$ cat src/rtl/io_input_port.sv
// IO read port: three async 32-bit inputs, synchronized and debounced,
// plus a sticky clear-on-read change-status word on the CPU load path.
module io_input_port #(
    parameter int unsigned DEBOUNCE = 4,
    parameter int unsigned CNT_W    = 16
) (
    input  logic        io_clk,
    input  logic        reset,
    input  logic [31:0] addr,
    input  logic        read_io_enable,
    input  logic [31:0] in_port0,
    input  logic [31:0] in_port1,
    input  logic [31:0] in_port2,
    output logic [31:0] dataout
);

    localparam logic [5:0] A_VIS0 = 6'b110000;
    localparam logic [5:0] A_VIS1 = 6'b110001;
    localparam logic [5:0] A_VIS2 = 6'b110010;
    localparam logic [5:0] A_CHG  = 6'b110011;

    localparam logic [CNT_W:0]   DEB_LIM = (CNT_W + 1)'(DEBOUNCE);
    localparam logic [CNT_W:0]   ONE_W   = (CNT_W + 1)'(1);
    localparam logic [CNT_W-1:0] ONE_C   = CNT_W'(1);

    logic [2:0][31:0]    pin;
    logic [2:0][31:0]    s1_q, s1_d;
    logic [2:0][31:0]    s2_q, s2_d;
    logic [2:0][31:0]    cand_q, cand_d;
    logic [2:0][31:0]    vis_q, vis_d;
    logic [2:0][CNT_W-1:0] cnt_q, cnt_d;
    logic [2:0][CNT_W:0] cnt_inc;
    logic [2:0]          chg_q, chg_d;
    logic [2:0]          chg_set;
    logic                chg_clr;

    assign pin[0] = in_port0;
    assign pin[1] = in_port1;
    assign pin[2] = in_port2;

    always_comb begin
        s1_d    = pin;
        s2_d    = s1_q;
        cand_d  = cand_q;
        cnt_d   = cnt_q;
        vis_d   = vis_q;
        chg_set = '0;
        cnt_inc = '0;
        for (int n = 0; n < 3; n++) begin
            cnt_inc[n] = {1'b0, cnt_q[n]} + ONE_W;
            if (s2_q[n] == vis_q[n]) begin
                cnt_d[n] = '0;
            end else if (s2_q[n] != cand_q[n]) begin
                // new candidate value: this edge is its first qualifying sample
                cand_d[n] = s2_q[n];
                cnt_d[n]  = ONE_C;
                if (DEBOUNCE == 1) begin
                    vis_d[n] = s2_q[n];
                end
            end else if (cnt_inc[n] == DEB_LIM) begin
                vis_d[n] = s2_q[n];
                cnt_d[n] = '0;
            end else begin
                cnt_d[n] = cnt_q[n] + ONE_C;
            end
            chg_set[n] = (vis_d[n] != vis_q[n]);
        end
        chg_clr = read_io_enable && (addr[7:2] == A_CHG);
        // a flag set on the clearing edge survives the clear
        chg_d   = (chg_clr ? 3'b000 : chg_q) | chg_set;
    end

    always_ff @(posedge io_clk) begin
        if (reset) begin
            s1_q   <= '0;
            s2_q   <= '0;
            cand_q <= '0;
            cnt_q  <= '0;
            vis_q  <= '0;
            chg_q  <= '0;
        end else begin
            s1_q   <= s1_d;
            s2_q   <= s2_d;
            cand_q <= cand_d;
            cnt_q  <= cnt_d;
            vis_q  <= vis_d;
            chg_q  <= chg_d;
        end
    end

    always_comb begin
        dataout = 32'h0;
        case (addr[7:2])
            A_VIS0:  dataout = vis_q[0];
            A_VIS1:  dataout = vis_q[1];
            A_VIS2:  dataout = vis_q[2];
            A_CHG:   dataout = {29'b0, chg_q};
            default: dataout = 32'h0;
        endcase
    end

endmodule

$ cat config.mk
export PLATFORM = sky130hd
export DESIGN_NAME = io_input_port
export DESIGN_NICKNAME = d
export VERILOG_FILES = /design/src/rtl/io_input_port.sv
export SDC_FILE = /design/constraint.sdc
export NUM_CORES = 1
export LEC_CHECK = 0
export CORE_ASPECT_RATIO = 0.75
export CORE_MARGIN = 4
export CORE_UTILIZATION = 35
export CTS_BUF_LIST = sky130_fd_sc_hd__clkbuf_8
export DETAILED_ROUTE_END_ITERATION = 16
export GPL_ROUTABILITY_DRIVEN = 0
export PLACE_DENSITY = 0.52
export SYNTH_ARGS = -nofsm -noshare
export SYNTH_HDL_FRONTEND = slang
export SYNTH_SLANG_ARGS = --single-unit
$ cat constraint.sdc
create_clock -name io_clk -period 3 [get_ports io_clk]
set_input_delay 0.6 -clock io_clk [delete_from_list [all_inputs] [get_ports io_clk]]
set_output_delay 0.6 -clock io_clk [all_outputs]
set_load 0.005 [all_outputs]
==> metrics.cfg, run 1 <==
[final_layout]
fillers = 5049
area_growth_pct = 21.00
seq_area_mm2 = 0.008708
final_nets = 2273
final_common_cell = dfxtp_1
multi_input_area_mm2 = 0.008906
finalNonFillerCells = 2889
drive_gt1_share_pct = 9.241
final_cell_mix = dfxtp_1, nand2_1, nor2b_1
n_antenna_cell = 0

[synthesis]
synth_enable_flop_cells = 0
async_reset_ff_share_pct = 0
syn_inst = 1984
syn_nets = 2120
ys.flop_type = dfxtp_1
syn-mean-instance-area_um2 = 9.163
syn-cell-area_mm2 = 0.01818
yosys.cell_types.count = 57
synth_warnings = 0
synth_seq_cells = 435
ys_seq_area_share_pct = 47.90

[hold_path]
hold_path_class = primary input to flop
hp-start = reset

[timing]
slew_viol_final = 0
clock.fmax_mhz = 342.7
setup_viol = 0
post-route-period-util_pct = 97.27
skew_ns = 0.02588
finalHoldViolCount = 0
period_minus_slack_ns = 2.918
rsz0062_at_grt = false
holdWs_ns = 0.3405
slew-limit-headroom_pct = 58.70
tightest_slew_ns = 0.6195

[placed_design]
place_inst = 2764
hpwl_um = 35510
io_buffers = 136

[drt]
routed-wl-met2_um = 21240
wl_per_cell_um = 17.54
wl_um = 50670
remaining_drc_errors = 0
dr.max_layer_used = met4
ant_nets = 0
drt_iter0_drc = 997
wl_met1_um = 25630
via_per_inst = 4.901
vias = 14158
drtPass1Iterations = 5
wl_met3_um = 2940

[critical_path]
cp_max_fo = 33
r2r_setup_slack_ns = 0.32
worstReg2RegStart = cnt_q[19]
worstPathRequired_ns = 2.40
startpoint = addr[5]
critical_path_class = primary input to output pin
arrival_ns = 2.32
cp-end-kind = output pin
crit_path_start_kind = primary input

[clocking]
cts_buffers = 74
htreeDepth = 3
worstSkewPairLatency_ns = 0.65
cts_sinks = 435
cts_tree = done
cts.clk_slew.worst_paths_ns = 0.06
post_cts_buffers = 0
clockBufferDepth = 3
cts-root-buf = clkbuf_8

[power]
power.total_mw = 12.11
power_switching_mw = 2.896
cellPowerDensity_mw_per_mm2 = 550.7
sequentialPowerShare_pct = 50.1
swShare_pct = 23.90
pwr-share-clk_pct = 43.8
p_comb_share_pct = 6.1
leakage_nw = 7.645
power.internal_mw = 9.219
ir_drop_uv = 264.7

[global_routing]
antenna_found_initial = 0
grt_pass1_vias = 13595
grt_pass1_wl_um = 77990
grt_usage_pct = 17.84
grt_start_max_net_pins = 125
grt_overflow_total = 0

[die]
die_area_mm2 = 0.05569
coreArea_mm2 = 0.05144
rows = 72
die_h_um = 205.4
die_w_um = 271.2
start_util_pct = 35.34
io_pins = 163

[run_status]
status = completed

[flow_run]
cap_violations = 0

## layout make-up
class | count | share of cell area (%)
well taps | 703 | 3.999
multi-input cells | 1412 | 40.49
flip-flops and latches | 435 | 39.59
inverters | 9 | 0.1650
clock buffers | 91 | 5.694
repair buffers | 205 | 9.107
clock inverters | 34 | 0.9556
## worst max-delay path, cell delays in order
cell             delay, ns
clkdlybuf4s50_1       0.40
nor2_1                0.11
nand3_1               0.13
buf_12                0.19
nor2_1                0.29
clkdlybuf4s50_1       0.57
## power by group through the flow
stage	Combinational (mW)	Clock (mW)	Sequential (mW)
2_1_floorplan	0.427	0	6.15
3_3_place_gp	0.731	0	6.19
3_5_place_dp	0.736	0	6.19
4_1_cts	0.741	5.49	6.07
5_1_grt	0.808	5.76	6.08
6_report	0.735	5.31	6.07
## synth_stat cells (4+ instances only)
cell type	count	area, µm²
nand2_1	211	792.0
nand4_1	58	362.9
o21bai_1	4	30.03
a21oi_1	129	645.6
buf_4	4	30.03
and3_1	6	37.54
nor3_1	12	60.06
nor4_1	27	168.9
clkbuf_1	109	409.1
buf_6	6	67.56
inv_1	8	30.03
dfxtp_1	435	8708
nor2b_1	196	1226
o21ai_0	98	490.5
ha_1	5	62.56
xor2_1	64	560.5
xnor2_1	172	1506
nor2_1	120	450.4
o211ai_1	5	37.54
nand3_1	114	570.6
buf_1	5	18.77
and2_1	5	31.28
mux2i_1	131	1311
## registers in the layout, summed over array words and instances, names as in the netlist
name / count
chg_q: 3
s1_q: 96
cand_q: 96
cnt_q: 48
s2_q: 96
vis_q: 96
## what timing repair did
| action | 4_1_cts | 5_1_grt |
|---|---|---|
| gates resized for setup | 5 | 0 |
| hold buffers | 0 | 0 |
| endpoints found under the setup margin | 25 | 0 |
## final timing paths
path | to | depth (start not counted)
worst max-delay path | dataout[17] | 6
worst min-delay path | cand_q[22] | 2
worst max register to register | vis_q[43] | 7
worst min register to register | s2_q[89] | 1
## cell families after synthesis
family / share of synthesized area (%)
compound gates: 7.571
xor+xnor: 11.37
fa+ha+maj: 0.3441
buf+inv: 3.187
flops: 47.90
mux: 7.585
simple gates: 22.04
## per-layer routing
layer | track usage (%) | vias up
li1 | - | 6983
met1 | 26.22 | 6740
met2 | 26.18 | 370
met3 | 4.302 | 65
met4 | 4.659 | 0
met5 | 0 | -
## through the flow
stage          setup slack (ns)  TNS [ns]  area [µm²]  utilization [%]
2_1_floorplan            0.5970         0       18180                -
3_3_place_gp           -0.04876   -0.4975       20520            39.90
3_5_place_dp           -0.03399   -0.4015       20520            39.90
4_1_cts                  0.1281         0       22000            42.76
5_1_grt                 0.02675         0       22000            42.76
6_report                0.08186         0       22000            42.76
(Power assumes the default switching activity.)
==> inputs of run 2 (changes only) <==
--- a/config.mk
+++ b/config.mk
@@ -8,10 +8,11 @@
 export CORE_ASPECT_RATIO = 0.75
 export CORE_MARGIN = 4
 export CORE_UTILIZATION = 35
-export CTS_BUF_LIST = sky130_fd_sc_hd__clkbuf_8
+export CTS_BUF_LIST = sky130_fd_sc_hd__clkbuf_4 sky130_fd_sc_hd__clkbuf_8 sky130_fd_sc_hd__clkbuf_16
 export DETAILED_ROUTE_END_ITERATION = 16
 export GPL_ROUTABILITY_DRIVEN = 0
 export PLACE_DENSITY = 0.52
+export SLEW_MARGIN = 20
 export SYNTH_ARGS = -nofsm -noshare
 export SYNTH_HDL_FRONTEND = slang
 export SYNTH_SLANG_ARGS = --single-unit
==> run 2 against run 1 <==
  * Maximum frequency fell by 0.31%
  * Die area unchanged
  * Non-clock buffer count unchanged
  * Critical path type unchanged
  * Highest routed layer unchanged
==> metrics.cfg, run 2 (same netlist as run 1, synthesis figures left out) <==
[timing]
skew_ns = 0.03364  ; was 0.02588 ns
fin_setup_tns_ns = 0  ; unchanged
tightest_slew_ns = 0.5956  ; was 0.6195 ns
setup_slack_ns = 0.07278  ; was 0.08186 ns
rsz0062_at_grt = false  ; unchanged
setup_viol = 0  ; unchanged
holdWs_ns = 0.4002  ; was 0.3405 ns
slew_viol_final = 0  ; unchanged
slew-limit-headroom_pct = 60.30  ; was 58.70%
clock.fmax_mhz = 341.6  ; was 342.7 MHz
finalHoldViolCount = 0  ; unchanged
period_minus_slack_ns = 2.927  ; was 2.918 ns
post-route-period-util_pct = 97.57  ; was 97.27%

[placed_design]
io_buffers = 136  ; unchanged
dpl_cell_area_mm2 = 0.02052  ; unchanged
place_inst = 2764  ; unchanged
dp_slack_ns = -0.03399  ; unchanged
hpwl_um = 35510  ; unchanged

[final_layout]
finalNonFillerCells = 2844  ; was 2889
finish.instance_area_mm2 = 0.02209  ; was 0.02200 mm²
n_antenna_cell = 0  ; unchanged
final_common_cell = dfxtp_1  ; unchanged
final_nets = 2245  ; was 2273
drive_gt1_share_pct = 8.361  ; was 9.241%
area_growth_pct = 21.50  ; was 21.00%
fin_util_pct = 42.94  ; was 42.76%
final_cell_mix = dfxtp_1, nand2_1, nor2b_1  ; unchanged
fillers = 5007  ; was 5049

[drt]
via_per_inst = 4.908  ; was 4.901
remaining_drc_errors = 0  ; unchanged
ant_nets = 0  ; unchanged
vias = 13959  ; was 14158
wl_per_cell_um = 17.59  ; was 17.54 µm
wl_um = 50040  ; was 50670 µm
drt_iter0_drc = 1026  ; was 997
drtPass1Iterations = 5  ; unchanged

[die]
die_h_um = 205.4  ; unchanged
die_area_mm2 = 0.05569  ; unchanged
io_pins = 163  ; unchanged
coreArea_mm2 = 0.05144  ; unchanged
rows = 72  ; unchanged
start_util_pct = 35.34  ; unchanged
die_w_um = 271.2  ; unchanged

[critical_path]
path_depth = 6  ; unchanged
startpoint = addr[5]  ; unchanged
r2r_setup_slack_ns = 0.30  ; was 0.32 ns
cp-end-kind = output pin  ; unchanged
crit_slowest_cell = clkdlybuf4s50_1  ; unchanged
crit_path_start_kind = primary input  ; unchanged
cp_max_fo = 33  ; unchanged
arrival_ns = 2.33  ; was 2.32 ns
r2r-end = vis_q[48]  ; was vis_q[43]
cp-endpoint = dataout[17]  ; unchanged
cp_top_family = buffers and inverters  ; unchanged
ff2ff_path_depth = 7  ; unchanged
critical_path_class = primary input to output pin  ; unchanged
max_stage_delay_ns = 0.57  ; about the same
worstPathRequired_ns = 2.40  ; about the same
crit_chain = clkdlybuf4s50_1, nor2_1, nand3_1, buf_12, nor2_1, clkdlybuf4s50_1  ; unchanged
cp_num_buf_inv = 3  ; unchanged
worstReg2RegStart = cnt_q[19]  ; unchanged

[global_routing]
grt_start_max_net_pins = 125  ; unchanged
grt_overflow_total = 0  ; unchanged
antenna_found_initial = 0  ; unchanged
grt_pass1_wl_um = 77220  ; was 77990 µm
grt_pass1_vias = 13307  ; was 13595
grt_usage_pct = 17.56  ; was 17.84%

[power]
cellPowerDensity_mw_per_mm2 = 573.1  ; was 550.7 mW/mm²
ir_drop_uv = 352.1  ; was 264.7 µV
leakage_nw = 7.585  ; was 7.645 nW
power.total_mw = 12.66  ; was 12.11 mW

[clocking]
cts_tree = done  ; unchanged
cts_sinks = 435  ; unchanged
cts.clk_slew.worst_paths_ns = 0.06  ; about the same
cts_buffers = 46  ; was 74
clockBufferDepth = 3  ; unchanged
post_cts_buffers = 0  ; unchanged
cts-root-buf = clkbuf_16  ; was clkbuf_8
htreeDepth = 2  ; was 3
worstSkewPairLatency_ns = 0.58  ; was 0.65 ns

[run_status]
status = completed  ; unchanged

[flow_run]
cap_violations = 0  ; unchanged

[hold_path]
hold_path_class = primary input to flop  ; unchanged

-- run 2: cell count changes in the layout (fill, tap and decap cells not counted), moves of 2 or more --
| cell | previous run | this run |
|---|---|---|
| inv_8 | 2 | 0 |
| bufinv_16 | 2 | 5 |
| clkbuf_16 | 0 | 46 |
| clkbuf_4 | 0 | 9 |
| inv_1 | 30 | 8 |
| clkinv_2 | 6 | 8 |
| clkbuf_8 | 91 | 7 |
-- run 2: area by class of cell --
type	count	area (µm²)	area share (%)
clock inverters	18	239.0	1.082
inverters	9	36.28	0.1643
flip-flops and latches	435	8708	39.43
well taps	703	879.6	3.982
multi-input cells	1412	8906	40.32
clock buffers	62	1315	5.954
repair buffers	205	2003	9.069
-- run 2: how the worst min path moves through the flow --
stage	startpoint	end	slack, ns	depth (start not counted)
3_5_place_dp	s1_q[89]	s2_q[89]	0.42	1
6_report	reset	cand_q[26]	0.40	2
5_1_grt	reset	cand_q[26]	0.40	2
4_1_cts	reset	cand_q[26]	0.38	2
2_1_floorplan	s1_q[0]	s2_q[0]	0.41	1
3_3_place_gp	s1_q[89]	s2_q[89]	0.42	1
-- run 2: power by group --
group	switching, mW	internal (mW)
Combinational	0.360	0.375
Sequential	0.128	5.94
Clock	2.35	3.51
Total	2.84	9.82
-- run 2: timing repair --
action	4_1_cts	5_1_grt
setup endpoints to repair	25	0
hold buffers	0	0
gates resized for setup	5	0
-- run 2: routing by layer --
metal	routed length, µm	GRT usage (%)	up-vias
met4	888	4.251	0
met2	21060	26.06	336
met3	2621	3.276	67
met1	25470	26.30	6648
met5	0	0	-
li1	-	-	6908
